[config.mk]
export PLATFORM = sky130hd
export DESIGN_NAME = shoelace_handshake_seq
export DESIGN_NICKNAME = d
export VERILOG_FILES = /design/src/rtl/shoelace_handshake_seq.sv
export SDC_FILE = /design/constraint.sdc
export NUM_CORES = 1
export LEC_CHECK = 0
export BUFFER_PORTS_ARGS = -buffer_cell sky130_fd_sc_hd__buf_2
export CAP_MARGIN = 20
export CORE_MARGIN = 2
export CORE_UTILIZATION = 25
export DETAILED_ROUTE_END_ITERATION = 8
export SYNTH_ARGS = -nofsm -noshare
export SYNTH_HDL_FRONTEND = slang
export SYNTH_SLANG_ARGS = --single-unit
[constraint.sdc]
create_clock -name clk -period 2.8 [get_ports clk]
set_input_delay 0.14 -clock clk [delete_from_list [all_inputs] [get_ports clk]]
set_output_delay 0.14 -clock clk [all_outputs]
set_load 0.05 [all_outputs]
[src/rtl/shoelace_handshake_seq.sv]
// Shoelace handshake sequencer: settles every channel req at INIT, then walks a four-phase
// req/ack handshake through channels 0..NCH-1 with a bounded wait in each phase.
module shoelace_handshake_seq #(
    parameter int             NCH         = 4,
    parameter int             CH_W        = 2,
    parameter logic [NCH-1:0] INIT        = 4'b0100,
    parameter int             HOLD_CYCLES = 5,
    parameter int             TIMEOUT     = 16,
    parameter int             CNT_W       = 16
) (
    input  logic             clk,
    input  logic             nreset,
    input  logic             start,
    input  logic [NCH-1:0]   ack,
    output logic [NCH-1:0]   req,
    output logic             busy,
    output logic             done,
    output logic             timeout_err,
    output logic [CH_W-1:0]  err_chan,
    output logic [CNT_W-1:0] round_cycles
);
    // state   | meaning
    // IDLE    | out of reset, waiting for start
    // HOLD    | all reqs driven to INIT while the netlist settles
    // CLEAR   | all reqs low for one cycle, channel index reset
    // RAISE   | waiting for ack[idx] low before raising req[idx]
    // WAIT_UP | req[idx] high, waiting for ack[idx] high
    // LOWER   | dropping req[idx]
    // WAIT_DN | waiting for ack[idx] low, then next channel or DONE
    // DONE    | round finished, results held
    // ERR     | a phase timed out, err_chan holds the channel

    localparam int HC_W = (HOLD_CYCLES > 1) ? $clog2(HOLD_CYCLES) : 1;
    localparam int TO_W = $clog2(TIMEOUT);

    typedef enum logic [3:0] {
        IDLE, HOLD, CLEAR, RAISE, WAIT_UP, LOWER, WAIT_DN, DONE, ERR
    } state_t;

    state_t          state;
    logic [CH_W-1:0] idx;
    logic [HC_W-1:0] hold_cnt;
    logic [TO_W-1:0] to_cnt;
    logic [NCH-1:0]  chan_mask;
    logic            ack_sel;
    logic            to_last;
    logic            last_chan;
    logic            in_round;
    logic            phase_wait;
    logic            phase_exit;

    assign chan_mask  = NCH'(1) << idx;
    assign ack_sel    = |(ack & chan_mask);
    assign to_last    = (to_cnt == TO_W'(TIMEOUT - 1));
    assign last_chan  = (idx == CH_W'(NCH - 1));
    assign in_round   = (state != IDLE) && (state != DONE) && (state != ERR);
    assign phase_wait = (state == RAISE) || (state == WAIT_UP) || (state == WAIT_DN);
    // WAIT_UP leaves on ack high; RAISE and WAIT_DN both leave on ack low
    assign phase_exit = (state == WAIT_UP) ? ack_sel : !ack_sel;

    always_ff @(posedge clk or negedge nreset) begin
        if (!nreset) begin
            state        <= IDLE;
            req          <= '0;
            busy         <= 1'b0;
            done         <= 1'b0;
            timeout_err  <= 1'b0;
            err_chan     <= '0;
            round_cycles <= '0;
            idx          <= '0;
            hold_cnt     <= '0;
            to_cnt       <= '0;
        end else begin
            if (in_round && (round_cycles != '1)) begin
                round_cycles <= round_cycles + CNT_W'(1);
            end
            if (phase_wait && !phase_exit) begin
                if (to_last) begin
                    state       <= ERR;
                    req         <= '0;
                    busy        <= 1'b0;
                    timeout_err <= 1'b1;
                    err_chan    <= idx;
                end else begin
                    to_cnt <= to_cnt + TO_W'(1);
                end
            end else begin
                case (state)
                    IDLE, DONE, ERR: begin
                        if (start) begin
                            state        <= HOLD;
                            req          <= INIT;
                            busy         <= 1'b1;
                            done         <= 1'b0;
                            timeout_err  <= 1'b0;
                            err_chan     <= '0;
                            round_cycles <= '0;
                            hold_cnt     <= HC_W'(HOLD_CYCLES - 1);
                        end
                    end
                    HOLD: begin
                        if (hold_cnt == '0) begin
                            state <= CLEAR;
                            req   <= '0;
                        end else begin
                            hold_cnt <= hold_cnt - HC_W'(1);
                        end
                    end
                    CLEAR: begin
                        idx    <= '0;
                        to_cnt <= '0;
                        state  <= RAISE;
                    end
                    RAISE: begin
                        req    <= chan_mask;
                        to_cnt <= '0;
                        state  <= WAIT_UP;
                    end
                    WAIT_UP: begin
                        state <= LOWER;
                    end
                    LOWER: begin
                        req    <= '0;
                        to_cnt <= '0;
                        state  <= WAIT_DN;
                    end
                    WAIT_DN: begin
                        to_cnt <= '0;
                        if (last_chan) begin
                            state <= DONE;
                            busy  <= 1'b0;
                            done  <= 1'b1;
                        end else begin
                            idx   <= idx + CH_W'(1);
                            state <= RAISE;
                        end
                    end
                    default: state <= IDLE;
                endcase
            end
        end
    end
endmodule

==> results of run 1 <==
==> worst min-delay path by stage <==
stage	end	slack, ps	start
after floorplan	busy$_DFFE_PN0P_	-160	nreset
after global placement	round_cycles[7]$_DFF_PN0_	310	nreset
after detailed placement	round_cycles[7]$_DFF_PN0_	320	nreset
after CTS	round_cycles[11]$_DFF_PN0_	2	nreset
after global routing	round_cycles[9]$_DFF_PN0_	50	nreset
final	round_cycles[9]$_DFF_PN0_	-30	nreset
==> through the flow <==
| step | area [um2] | instances | setup slack, ps | utilization (%) | hold slack [ps] |
|---|---|---|---|---|---|
| after CTS | 2550 | 354 | 516 | 30.7 | 1.99 |
| after global routing | 2550 | 354 | 353 | 30.7 | 51.6 |
| after global placement | 2410 | 346 | 638 | 29.0 | 314 |
| final | 2550 | 354 | 520 | 30.7 | -32.1 |
| after floorplan | 2160 | 217 | 696 | - | -156 |
| after detailed placement | 2410 | 346 | 522 | 29.0 | 321 |
==> registers in the layout, indices dropped and copies added, names as in the netlist <==
| name | cells |
|---|---|
| round_cycles | 16 |
| req | 4 |
| state | 4 |
| to_cnt | 4 |
| hold_cnt | 3 |
| err_chan | 2 |
| idx | 2 |
| busy | 1 |
| done | 1 |
| timeout_err | 1 |
==> cell families after synthesis <==
kind of cell             after synthesis  synth area share, %
XOR/XNOR                              11                 4.46
multiplexers                          12                 5.90
adder cells (fa/ha/maj)                8                 4.63
flip-flops                            38                 44.0
buffers and inverters                 17                 3.82
AND/OR/NAND/NOR                       92                 22.5
AO/OA/AOI/OAI                         39                 14.8
==> placed cells by master (no fill, tap or decap), types with 5 or more instances in the layout <==
cell type  instances
nand2_1           26
a21oi_1            6
xnor2_1           10
o21ai_0           10
buf_2             31
nor2_1            13
nand4_1            5
ha_1               8
nor3_1            10
dfrtp_1           38
nand3_1            9
inv_1              9
and3_1             5
clkbuf_8           6
a22o_1             6
mux2i_1            8
==> routing by layer <==
layer	GRT usage [%]	vias up	part of all wire [%]
li1	-	851	-
met1	14.7	812	49
met2	16.4	41	45
met3	3.25	2	5.4
met4	1.84	0	0.23
met5	0	-	0
==> layout make-up <==
type,instances,share of cell area [%]
Sequential cell,38,37.3
Timing Repair Buffer,32,6.38
Tap cell,105,5.15
Inverter,9,1.32
Clock inverter,2,2.36
Multi-Input combinational cell,162,44.3
Clock buffer,6,3.24
==> power by group through the flow <==
stage	combinational (mW)	sequential [mW]	clock (mW)
floorplan	0.844	0.960	0
global placement	1.16	0.843	0
detailed placement	1.18	0.849	0
CTS	1.18	0.842	0.596
global route	1.29	0.869	0.624
finish	1.17	0.842	0.580
==> impl_metrics.tcl, run 1 <==
set metrics [dict create \
    status "finished, violations left" \
    violations "negative hold slack" \
    drt_pass1_iterations 4 \
    crit_required_ps 2980 \
    drive_above_1_share_pct 20.1 \
    post_cts_buffers 0 \
    syn-num-nets 232 \
    yosys.cell_count.top_type "dfrtp_1" \
    hold_violations 38 \
    routed_via_density 4.82 \
    whs_ps -32.1 \
    antenna_cells 0 \
    slew_headroom_pct 42.1 \
    h-tree-depth 2 \
    routed_wl_um 4790 \
    cts_made_buffers 5 \
    gp_congestion 0.828 \
    worst_skew_pair.late_latency_ps 290 \
    tightest_slew_ps 869 \
    worstPathMaxFanout 9 \
    drv_slew 0 \
    synth.top_cells.by_area "dfrtp_1, ha_1, nand2_1" \
    grt_pass1_wl_um 8210 \
    syn_area_mm2 0.00216 \
    fin_skew_ps 4.36 \
    critical-path-max-stage-delay_ps 510 \
    synth_cell_types 44 \
    netlist.area_leader.share_pct 44.0 \
    rsz0062_at_grt "no" \
    timing.fmax_mhz 439 \
    area_growth_pct 17.9 \
    reg2reg_slack_ps 520 \
    synth_flop_cell "dfrtp_1" \
    finalSetupViolCount 0 \
    cp-end-kind "flop" \
    dpl.hpwl_um 3550 \
    grt_pass1_vias 1699 \
    numClockSinks 38 \
    multiInputGateArea_mm2 0.00113 \
    synth_edf_count 0 \
    cts_tree "built" \
    synth_seq_cells 38 \
    cts_root_buf "clkbuf_8" \
    regArea_um2 951 \
    die_w_um 97.0 \
    wl_per_cell_um 13.5 \
    ir_drop_mv 0.373 \
    syn_area_per_cell_um2 9.96 \
    path_clk_slew_ps 80 \
    layout.nets 263 \
    switching_share_pct 42.2 \
    ioPinCount 32 \
    critPathKind "reg -> reg" \
    n_fill_cell 885 \
    startpoint "idx[0]$_DFFE_PN0P_" \
    finalSetupTns_ps 0 \
    ys_warn_count 0 \
    dr.first_iter.drc_count 47 \
    p_sw_mw 1.09 \
    internal-power_mw 1.50 \
    drtAntennaViolNets 0 \
    cts_resized 0 \
    final.min_clock_period_ps 2280 \
    crit_family "compound AO/OA/AOI/OAI gates" \
    crit_chain "inv_1, ha_1, a22oi_1, nand2_1, mux2i_2, o21ai_1, a211o_1" \
    p_leak_nw 1.20 \
    antenna_found_initial 0 \
    die_h_um 97.0 \
    rows 33 \
    start_util_pct 26.1 \
    p_seq_share_pct 32.5 \
    core_area_mm2 0.00830 \
    worst_r2r_path_depth 7 \
    endpoint "state[0]$_DFFE_PN0P_" \
    timing.rr.start "idx[0]$_DFFE_PN0P_" \
    synth_cells 217 \
    hold_buffers 0 \
    cp.depth 7 \
    num_vias 1706 \
    path_buf_inv 1 \
    grt_overflow 0 \
    ctsLongestPathBuffers 2 \
    yosys.area.top_type "dfrtp_1" \
    synth_commonest_cells "dfrtp_1, nand2_1, nor2_1" \
    ys_async_sr_fraction_pct 100 \
    cap_violations 0 \
    power_mw 2.59 \
    ys_seq_area_share_pct 44.0 \
    grt_max_degree 39 \
    start_kind "flop" \
    dieArea_mm2 0.00941 \
    fin_crit_sh_pct 81.4 \
    grt_usage_pct 10.6 \
    post-route-drc-count 0 \
    min_path_type "in -> async" \
    portBuffers 31 \
    cp_slowest_cell "mux2i_2" \
    pwr-share-clk_pct 22.4 \
    worstPathArrival_ps 2460 \
    reg2reg_to "state[0]$_DFFE_PN0P_" \
    combPwrFrac_pct 45.2 \
    p_per_area_mw_per_mm2 1020 \
]
Note: power is estimated with default switching activity, not from simulation.
==> run 2, diff against run 1 <==
--- a/config.mk
+++ b/config.mk
@@ -5,6 +5,7 @@
 export SDC_FILE = /design/constraint.sdc
 export NUM_CORES = 1
 export LEC_CHECK = 0
+export ABC_AREA = 1
 export BUFFER_PORTS_ARGS = -buffer_cell sky130_fd_sc_hd__buf_2
 export CAP_MARGIN = 20
 export CORE_MARGIN = 2
==> constraint.sdc (replaced) <==
create_clock -name clk -period 2.2 [get_ports clk]
set_input_delay 0.11 -clock clk [delete_from_list [all_inputs] [get_ports clk]]
set_output_delay 0.11 -clock clk [all_outputs]
set_load 0.05 [all_outputs]
==> impl_metrics.tcl, run 2 <==
set metrics [dict create \
    cts_root_buf "clkbuf_8" \
    synth.top_cells.by_area "dfrtp_1, nand2_1, nor2_1" \
    area_growth_pct 15.7 \
    cts_made_buffers 5 \
    dr.first_iter.drc_count 89 \
    synth_edf_count 0 \
    power_mw 3.34 \
    min_path_type "in -> reg" \
    crit_required_ps 2420 \
    grt_usage_pct 11.2 \
    synth_cells 290 \
    final_cells 435 \
    p_per_area_mw_per_mm2 1280 \
    routed_wl_um 5200 \
    hold_buffers 1 \
    rsz0062_at_grt "no" \
    layout.nets 341 \
    rows 34 \
    ioPinCount 32 \
    final_common_cell "nand2_1" \
    grt_overflow 0 \
    crit_chain "ha_1, nand2_1, nand2_1, nor2_1, nand2_1, o21ai_2, or2_0, nand3_1, o21ai_1" \
    yosys.area.top_type "dfrtp_1" \
    syn-num-nets 305 \
    worstPathArrival_ps 2160 \
    n_fill_cell 930 \
    ys_async_sr_fraction_pct 100 \
    slew_headroom_pct 42.4 \
    grt_pass1_vias 2020 \
    drt_pass1_iterations 4 \
    h-tree-depth 2 \
    grt_max_degree 39 \
    synth_commonest_cells "nand2_1, dfrtp_1, nor2_1" \
    finalSetupTns_ps 0 \
    dpl_cell_area_mm2 0.00250 \
    cts_resized 0 \
    status "complete, no violations" \
    worstPathMaxFanout 7 \
    largest_reg_flops 16 \
    start_util_pct 25.8 \
    ys_seq_area_share_pct 42.2 \
    syn_area_mm2 0.00225 \
    portBuffers 31 \
    drtAntennaViolNets 0 \
    drive_above_1_share_pct 18.7 \
    synth_cell_types 32 \
    synth_seq_cells 38 \
    dieArea_mm2 0.00978 \
    finalSetupViolCount 0 \
    final.min_clock_period_ps 1940 \
    dpl.hpwl_um 3910 \
    regMostFlops "round_cycles" \
    syn_area_per_cell_um2 7.76 \
    synth_flop_cell "dfrtp_1" \
    dp_worst_setup_slack_ps 278 \
    cp-end-kind "flop" \
    critical-path-max-stage-delay_ps 430 \
    antenna_found_initial 0 \
    hold_violations 0 \
    netlist.area_leader.share_pct 42.2 \
    ys_warn_count 0 \
    worst_skew_pair.late_latency_ps 290 \
    numClockSinks 38 \
    post-route-drc-count 0 \
    num_vias 1993 \
    fin_skew_ps 6.00 \
    drv_slew 0 \
    layout_common_cells "nand2_1, dfrtp_1, nor2_1" \
    cts_tree "built" \
    fin_crit_sh_pct 88.3 \
    start_kind "flop" \
    stdcell_area_mm2 0.00261 \
    yosys.cell_count.top_type "nand2_1" \
    finish.utilization_pct 29.9 \
    die_w_um 98.9 \
    whs_ps 42.7 \
    antenna_cells 0 \
    tightest_slew_ps 865 \
    cap_violations 0 \
    final.setup.worst_slack_ps 258 \
    die_h_um 98.9 \
    routed_via_density 4.58 \
    p_leak_nw 1.31 \
    wl_per_cell_um 12.0 \
    core_area_mm2 0.00872 \
    gp_congestion 0.887 \
    grt_pass1_wl_um 9030 \
    timing.fmax_mhz 515 \
    ir_drop_mv 0.594 \
    post_cts_buffers 0 \
    path_clk_slew_ps 80 \
    critPathKind "reg -> reg" \
    crit_top_cell "nand2_1" \
    cp_slowest_cell "dfrtp_1" \
    post-place-cells 426 \
    ctsLongestPathBuffers 2 \
]
-- run 2: path summary, 6_finish.rpt --
check                              startpoint                   endpoint  slack, ps  cells after the start
setup / recovery           idx[1]$_DFFE_PN0P_    err_chan[1]$_DFFE_PN0P_        260                      9
hold / removal                          start  round_cycles[8]$_DFF_PN0_         40                      2
setup reg to reg           idx[1]$_DFFE_PN0P_    err_chan[1]$_DFFE_PN0P_        260                      9
hold reg to reg              done$_DFFE_PN0P_           done$_DFFE_PN0P_        490                      2
max in group asynchronous              nreset         idx[1]$_DFFE_PN0P_       1190                      2
min in group asynchronous              nreset  round_cycles[3]$_DFF_PN0_        450                      2
-- run 2: final cells by class --
cell class	instances	area, um2	share of cell area, %
well taps	108	135	5.19
multi-input cells	220	1150	44.1
clock buffers	7	86.3	3.31
flip-flops and latches	38	951	36.5
clock inverters	1	5.00	0.192
repair buffers	33	173	6.63
inverters	28	105	4.03
-- run 2: routing by layer --
layer | track usage (%) | part of all wire (%)
met1 | 14.6 | 48
met2 | 18.2 | 46
met4 | 4.00 | 1.6
met5 | 0 | 0
met3 | 2.70 | 4.4
-- run 2: logic make-up after synthesis --
group / count (synthesis) / share of synthesized area, %
adders and majority gates: 8 / 4.45
AOI/OAI and AO/OA: 42 / 11.8
and+or+nand+nor: 163 / 32.1
DFF: 38 / 42.2
buffers and inverters: 32 / 6.67
xor gates and xnor gates: 6 / 2.33
muxes: 1 / 0.445
-- run 2: worst max-delay path: cells and delay by family (launching register included) --
kind                       cells  cell delay [ps]
DFF                            1              430
and+or+nand+nor                6              990
AOI/OAI and AO/OA              2              180
adders and majority gates      1              270
-- run 2: report_power, final --
part | switching, mW | internal [mW]
logic | 1.30 | 0.518
registers | 0.148 | 0.872
clock network | 0.246 | 0.253
total | 1.70 | 1.64
